File: src/rtl/cdb_arbiter.sv
// Common Data Bus arbiter: round-robin grant among result producers, one-cycle registered
// broadcast, with squash of speculative packets on a branch mispredict in the grant cycle.
module cdb_arbiter #(
    parameter int unsigned NUM_REQ           = 4,
    parameter int unsigned BW_TAG            = 6,
    parameter int unsigned BW_PROCESSOR_DATA = 32
) (
    input  logic                                  clk,
    input  logic                                  rst_n,
    input  logic [NUM_REQ-1:0]                    i_req_valid,
    output logic [NUM_REQ-1:0]                    i_req_ready,
    input  logic [NUM_REQ*BW_TAG-1:0]             i_req_tag_flatten,
    input  logic [NUM_REQ*BW_PROCESSOR_DATA-1:0]  i_req_data_flatten,
    input  logic [NUM_REQ-1:0]                    i_req_speculation,
    input  logic                                  i_branch_valid,
    input  logic                                  i_branch_correct_prediction,
    output logic                                  o_cdb_valid,
    output logic [BW_TAG-1:0]                     o_cdb_tag,
    output logic signed [BW_PROCESSOR_DATA-1:0]   o_cdb_data,
    output logic                                  o_cdb_speculation
);

    localparam int unsigned PTR_W = (NUM_REQ > 1) ? $clog2(NUM_REQ) : 1;
    localparam int unsigned SUM_W = PTR_W + 1;

    logic [PTR_W-1:0]             ptr_q, ptr_d;
    logic [PTR_W-1:0]             gnt_idx;
    logic [PTR_W-1:0]             scan_idx;
    logic [SUM_W-1:0]             scan_sum;
    logic [NUM_REQ-1:0]           grant;
    logic                         found;
    logic [BW_TAG-1:0]            sel_tag;
    logic [BW_PROCESSOR_DATA-1:0] sel_data;
    logic                         sel_spec;
    logic                         squash;

    logic                         cdb_valid_q, cdb_valid_d;
    logic [BW_TAG-1:0]            cdb_tag_q;
    logic [BW_PROCESSOR_DATA-1:0] cdb_data_q;
    logic                         cdb_spec_q, cdb_spec_d;

    // Scan from ptr upwards, wrapping; the first valid requester wins.
    always_comb begin
        grant    = '0;
        gnt_idx  = '0;
        found    = 1'b0;
        sel_tag  = '0;
        sel_data = '0;
        sel_spec = 1'b0;
        scan_sum = '0;
        scan_idx = '0;
        for (int unsigned i = 0; i < NUM_REQ; i++) begin
            scan_sum = {1'b0, ptr_q} + SUM_W'(i);
            if (scan_sum >= SUM_W'(NUM_REQ)) begin
                scan_sum = scan_sum - SUM_W'(NUM_REQ);
            end
            scan_idx = scan_sum[PTR_W-1:0];
            if (!found && i_req_valid[scan_idx]) begin
                found           = 1'b1;
                gnt_idx         = scan_idx;
                grant[scan_idx] = 1'b1;
                sel_tag         = i_req_tag_flatten[scan_idx*BW_TAG +: BW_TAG];
                sel_data        = i_req_data_flatten[scan_idx*BW_PROCESSOR_DATA +: BW_PROCESSOR_DATA];
                sel_spec        = i_req_speculation[scan_idx];
            end
        end
    end

    always_comb begin
        ptr_d = ptr_q;
        if (found) begin
            ptr_d = (gnt_idx == PTR_W'(NUM_REQ - 1)) ? '0 : gnt_idx + 1'b1;
        end
    end

    // A mispredict drops a speculative packet but the handshake still completes.
    assign squash      = found && sel_spec && i_branch_valid && !i_branch_correct_prediction;
    assign cdb_valid_d = found && !squash;
    assign cdb_spec_d  = sel_spec && !i_branch_valid;

    always_ff @(posedge clk or negedge rst_n) begin
        if (!rst_n) begin
            ptr_q       <= '0;
            cdb_valid_q <= 1'b0;
            cdb_tag_q   <= '0;
            cdb_data_q  <= '0;
            cdb_spec_q  <= 1'b0;
        end else begin
            ptr_q       <= ptr_d;
            cdb_valid_q <= cdb_valid_d;
            if (cdb_valid_d) begin
                cdb_tag_q  <= sel_tag;
                cdb_data_q <= sel_data;
                cdb_spec_q <= cdb_spec_d;
            end
        end
    end

    assign i_req_ready       = grant & {NUM_REQ{rst_n}};
    assign o_cdb_valid       = cdb_valid_q;
    assign o_cdb_tag         = cdb_tag_q;
    assign o_cdb_data        = cdb_data_q;
    assign o_cdb_speculation = cdb_spec_q;

endmodule

File: config.mk
export PLATFORM = sky130hd
export DESIGN_NAME = cdb_arbiter
export DESIGN_NICKNAME = d
export VERILOG_FILES = /design/src/rtl/cdb_arbiter.sv
export SDC_FILE = /design/constraint.sdc
export NUM_CORES = 1
export LEC_CHECK = 0
export CORE_UTILIZATION = 45
export CTS_CLUSTER_DIAMETER = 200
export DETAILED_ROUTE_END_ITERATION = 12
export DONT_BUFFER_PORTS = 1
export GPL_TIMING_DRIVEN = 0
export REMOVE_ABC_BUFFERS = 1
export SYNTH_ARGS = -nofsm -noshare
export SYNTH_HDL_FRONTEND = slang
export SYNTH_SLANG_ARGS = --single-unit
File: constraint.sdc
create_clock -name clk -period 4 [get_ports clk]
set_input_delay 0.8 -clock clk [delete_from_list [all_inputs] [get_ports clk]]
set_output_delay 0.8 -clock clk [all_outputs]
set_load 0.03 [all_outputs]
==> reports/metrics.yaml <==
run:
  cap_violations: 0
pwr:
  p_per_area_nw_per_um2: 1100
  pwr-share-comb: 0.777
  pwr-share-clk: 0.055
  pwr-share-seq: 0.168
  p_switching_mw: 3.80
  vdd_drop_max_mv: 0.713
  leakagePower_nw: 2.54
  p_int_mw: 3.92
  swShare: 0.492
logic_synthesis:
  synth_area_per_cell_um2: 9.30
  synth_xor_area_frac: 0.00136
  synth.yosys.seq_area_share: 0.164
  async_flop_share: 1.00
  yosysWarnings: 0
  synth_edf_count: 0
  synth_area_um2: 6430
  yosys.area_share.simple: 0.151
  syn_inst: 691
  synth_top_cell_area_share: 0.294
  synthMuxAreaShare: 0.486
  synth_seq_cells: 42
  synth_compound_area_frac: 0.130
  synth.area.top_cells: "mux4_2 (29%), dfrtp_1 (16%), mux2i_1 (12%)"
  synth_adder_area_share: 0.0117
  yosysTopAreaCell: "mux4_2"
  synth_top_family_by_area: "multiplexers"
  ys_types: 32
  synthFlopType: "dfrtp_1"
timing:
  hold_ws_ns: 0.200
  tns_ns: 0
  maxSlewViolCount: 0
  finalSetupViolations: 0
  fmax_mhz: 261
  relSlewSlack: 0.465
  worst_pin_slew_ns: 0.802
  post-route-period-util: 0.959
  rsz0062_at_grt: "no"
  fin_ws_ns: 0.164
  clock_skew_ns: 0.00499
  min_period_ns: 3.84
  hold_violations: 0
floorplan:
  rows: 43
  io_pins: 208
  core_um2: 13900
  fp.dieArea_um2: 14800
  die_h_um: 122
  start_util: 0.463
  die_width_um: 122
clocking:
  htreeDepth: 2
  path_clk_slew_ns: 0.07
  clockRootBuffer: "clkbuf_16"
  cts_made_buffers: 5
  ctsHoldBuffers: 0
  cts_buffer_depth: 2
  clkSinkCount: 42
  tritoncts: "done"
  clkLatencyLatePin_ns: 0.29
grt:
  grt_max_degree: 72
  grt_overflow: 0
  grt_pass1_vias: 6051
  grt_pass1_wl_mm: 31.4
  grtUsageTotal: 0.272
  antenna_found_initial: 0
place:
  routabilityCongestion: 0.754
  placed_cells: 802
  pre_cts_slack_ns: -1.74
  portBuffers: 0
  hpwl_mm: 12.8
detailed_routing:
  drt_first_pass_iters: 7
  drtIter0Drc: 348
  vias_per_cell: 7.29
  wirelength_mm: 20.9
  drcViolationCount: 0
  ant_nets: 0
  vias: 6015
  avgRoutedWirePerCell_um: 25.4
setup_path:
  cp_cell_sequence: "buf_16 > inv_1 > ha_4 > buf_6 > mux4_2 > and2_4 > buf_16 > a22oi_1 > o21ai_0 > and2_2"
  endpoint_kind: "output port"
  cp.required_ns: 3.20
  crit_buf_inv: 4
  critPathSlowestCell: "dfrtp_4"
  arrival_ns: 3.04
  cp_top_family: "buffers and inverters"
  cp_common_cell: "buf_16"
  crit_fanout: 31
  cpPeakStageDelay_ns: 0.46
  critPathKind: "reg2out"
  start_kind: "register"
finish:
  area_growth_pct: 8.95
  num_antenna_cells: 0
  fin_nets: 814
  fin_util: 0.505
  drive_gt1_frac: 0.257
  mostFrequentLayoutCells: "mux4_2 (84), nor2_1 (78), mux2i_1 (77)"
  fin_cells: 825
  final_common_cell: "mux4_2"
  fill_cells: 1248
min_path:
  hold_path_class: "in2async"
outcome:
  outcome: "finished clean"
area by class of cell:
cell class              instances  area, um^2  area share
multi-input cells             569        5100       0.729
flip-flops and latches         42        1060       0.151
repair buffers                 23         455      0.0650
well taps                     180         225      0.0322
clock buffers                   7         143      0.0204
inverters                       3        11.3     0.00161
clock inverters                 1        5.00    0.000715
power groups by stage:
stage	combinational (mW)	sequential [mW]	clock [mW]
after global placement	3.90	1.65	0
final	6.00	1.30	0.423
after floorplan	3.91	1.53	0
after CTS	5.92	1.29	0.436
after global routing	6.45	1.32	0.456
after detailed placement	5.32	1.48	0
stage by stage:
step	cell area [um^2]	total power, mW
after floorplan	6080	5.45
after global placement	6300	5.55
after detailed placement	6620	6.80
after CTS	6970	7.65
after global routing	7000	8.23
final	7000	7.72
worst paths after layout:
kind                                   start                 to  slack (ns)  cells after the start
setup / recovery                    ptr_q[0]     i_req_ready[0]        0.16                     10
hold / removal                         rst_n       o_cdb_tag[1]        0.20                      0
setup reg to reg                    ptr_q[0]     o_cdb_data[19]        0.21                      7
hold reg to reg            o_cdb_speculation  o_cdb_speculation        0.72                      2
max in group asynchronous              rst_n           ptr_q[0]        3.69                      0
min in group clk              i_branch_valid  o_cdb_speculation        0.59                      1
what timing repair did:
item,4_1_cts,5_1_grt
gates resized for setup,9,0
cloned,2,1
buffers inserted,9,3
pin swaps,2,2
endpoints found under the setup margin,46,23
kinds of logic (layout without fill, tap and decap cells):
logic type / after synthesis / count (layout)
adders and majority gates: 6 / 6
buffers and inverters: 82 / 34
xor gates and xnor gates: 1 / 1
DFF: 42 / 42
muxes: 202 / 202
and+or+nand+nor: 218 / 219
AOI/OAI and AO/OA: 140 / 141
Yosys cell counts, drive strengths merged, types with 2 or more instances:
| master | number |
|---|---|
| nor3 | 79 |
| dfrtp | 42 |
| or3 | 4 |
| clkbuf | 40 |
| inv | 3 |
| o31ai | 2 |
| a21oi | 41 |
| buf | 39 |
| mux2i | 78 |
| a22oi | 10 |
| ha | 6 |
| nor2b | 3 |
| a31oi | 38 |
| mux4 | 84 |
| o22ai | 39 |
| and2 | 6 |
| mux2 | 40 |
| nor2 | 78 |
| o21ai | 7 |
| nand2 | 44 |
sequential cells by signal, summed over array words and instances, names as in the netlist:
register	flops
o_cdb_speculation	1
ptr_q	2
o_cdb_data	32
o_cdb_tag	6
o_cdb_valid	1
routing by layer:
metal | wire, um | vias to the layer above | part of all wire | global-route usage
li1 | - | 2620 | - | -
met1 | 7550 | 3018 | 0.36 | 0.315
met2 | 10700 | 321 | 0.51 | 0.472
met3 | 2180 | 56 | 0.10 | 0.0785
met4 | 535 | 0 | 0.026 | 0.106
met5 | 0 | - | 0 | 0
(Power assumes the default switching activity.)
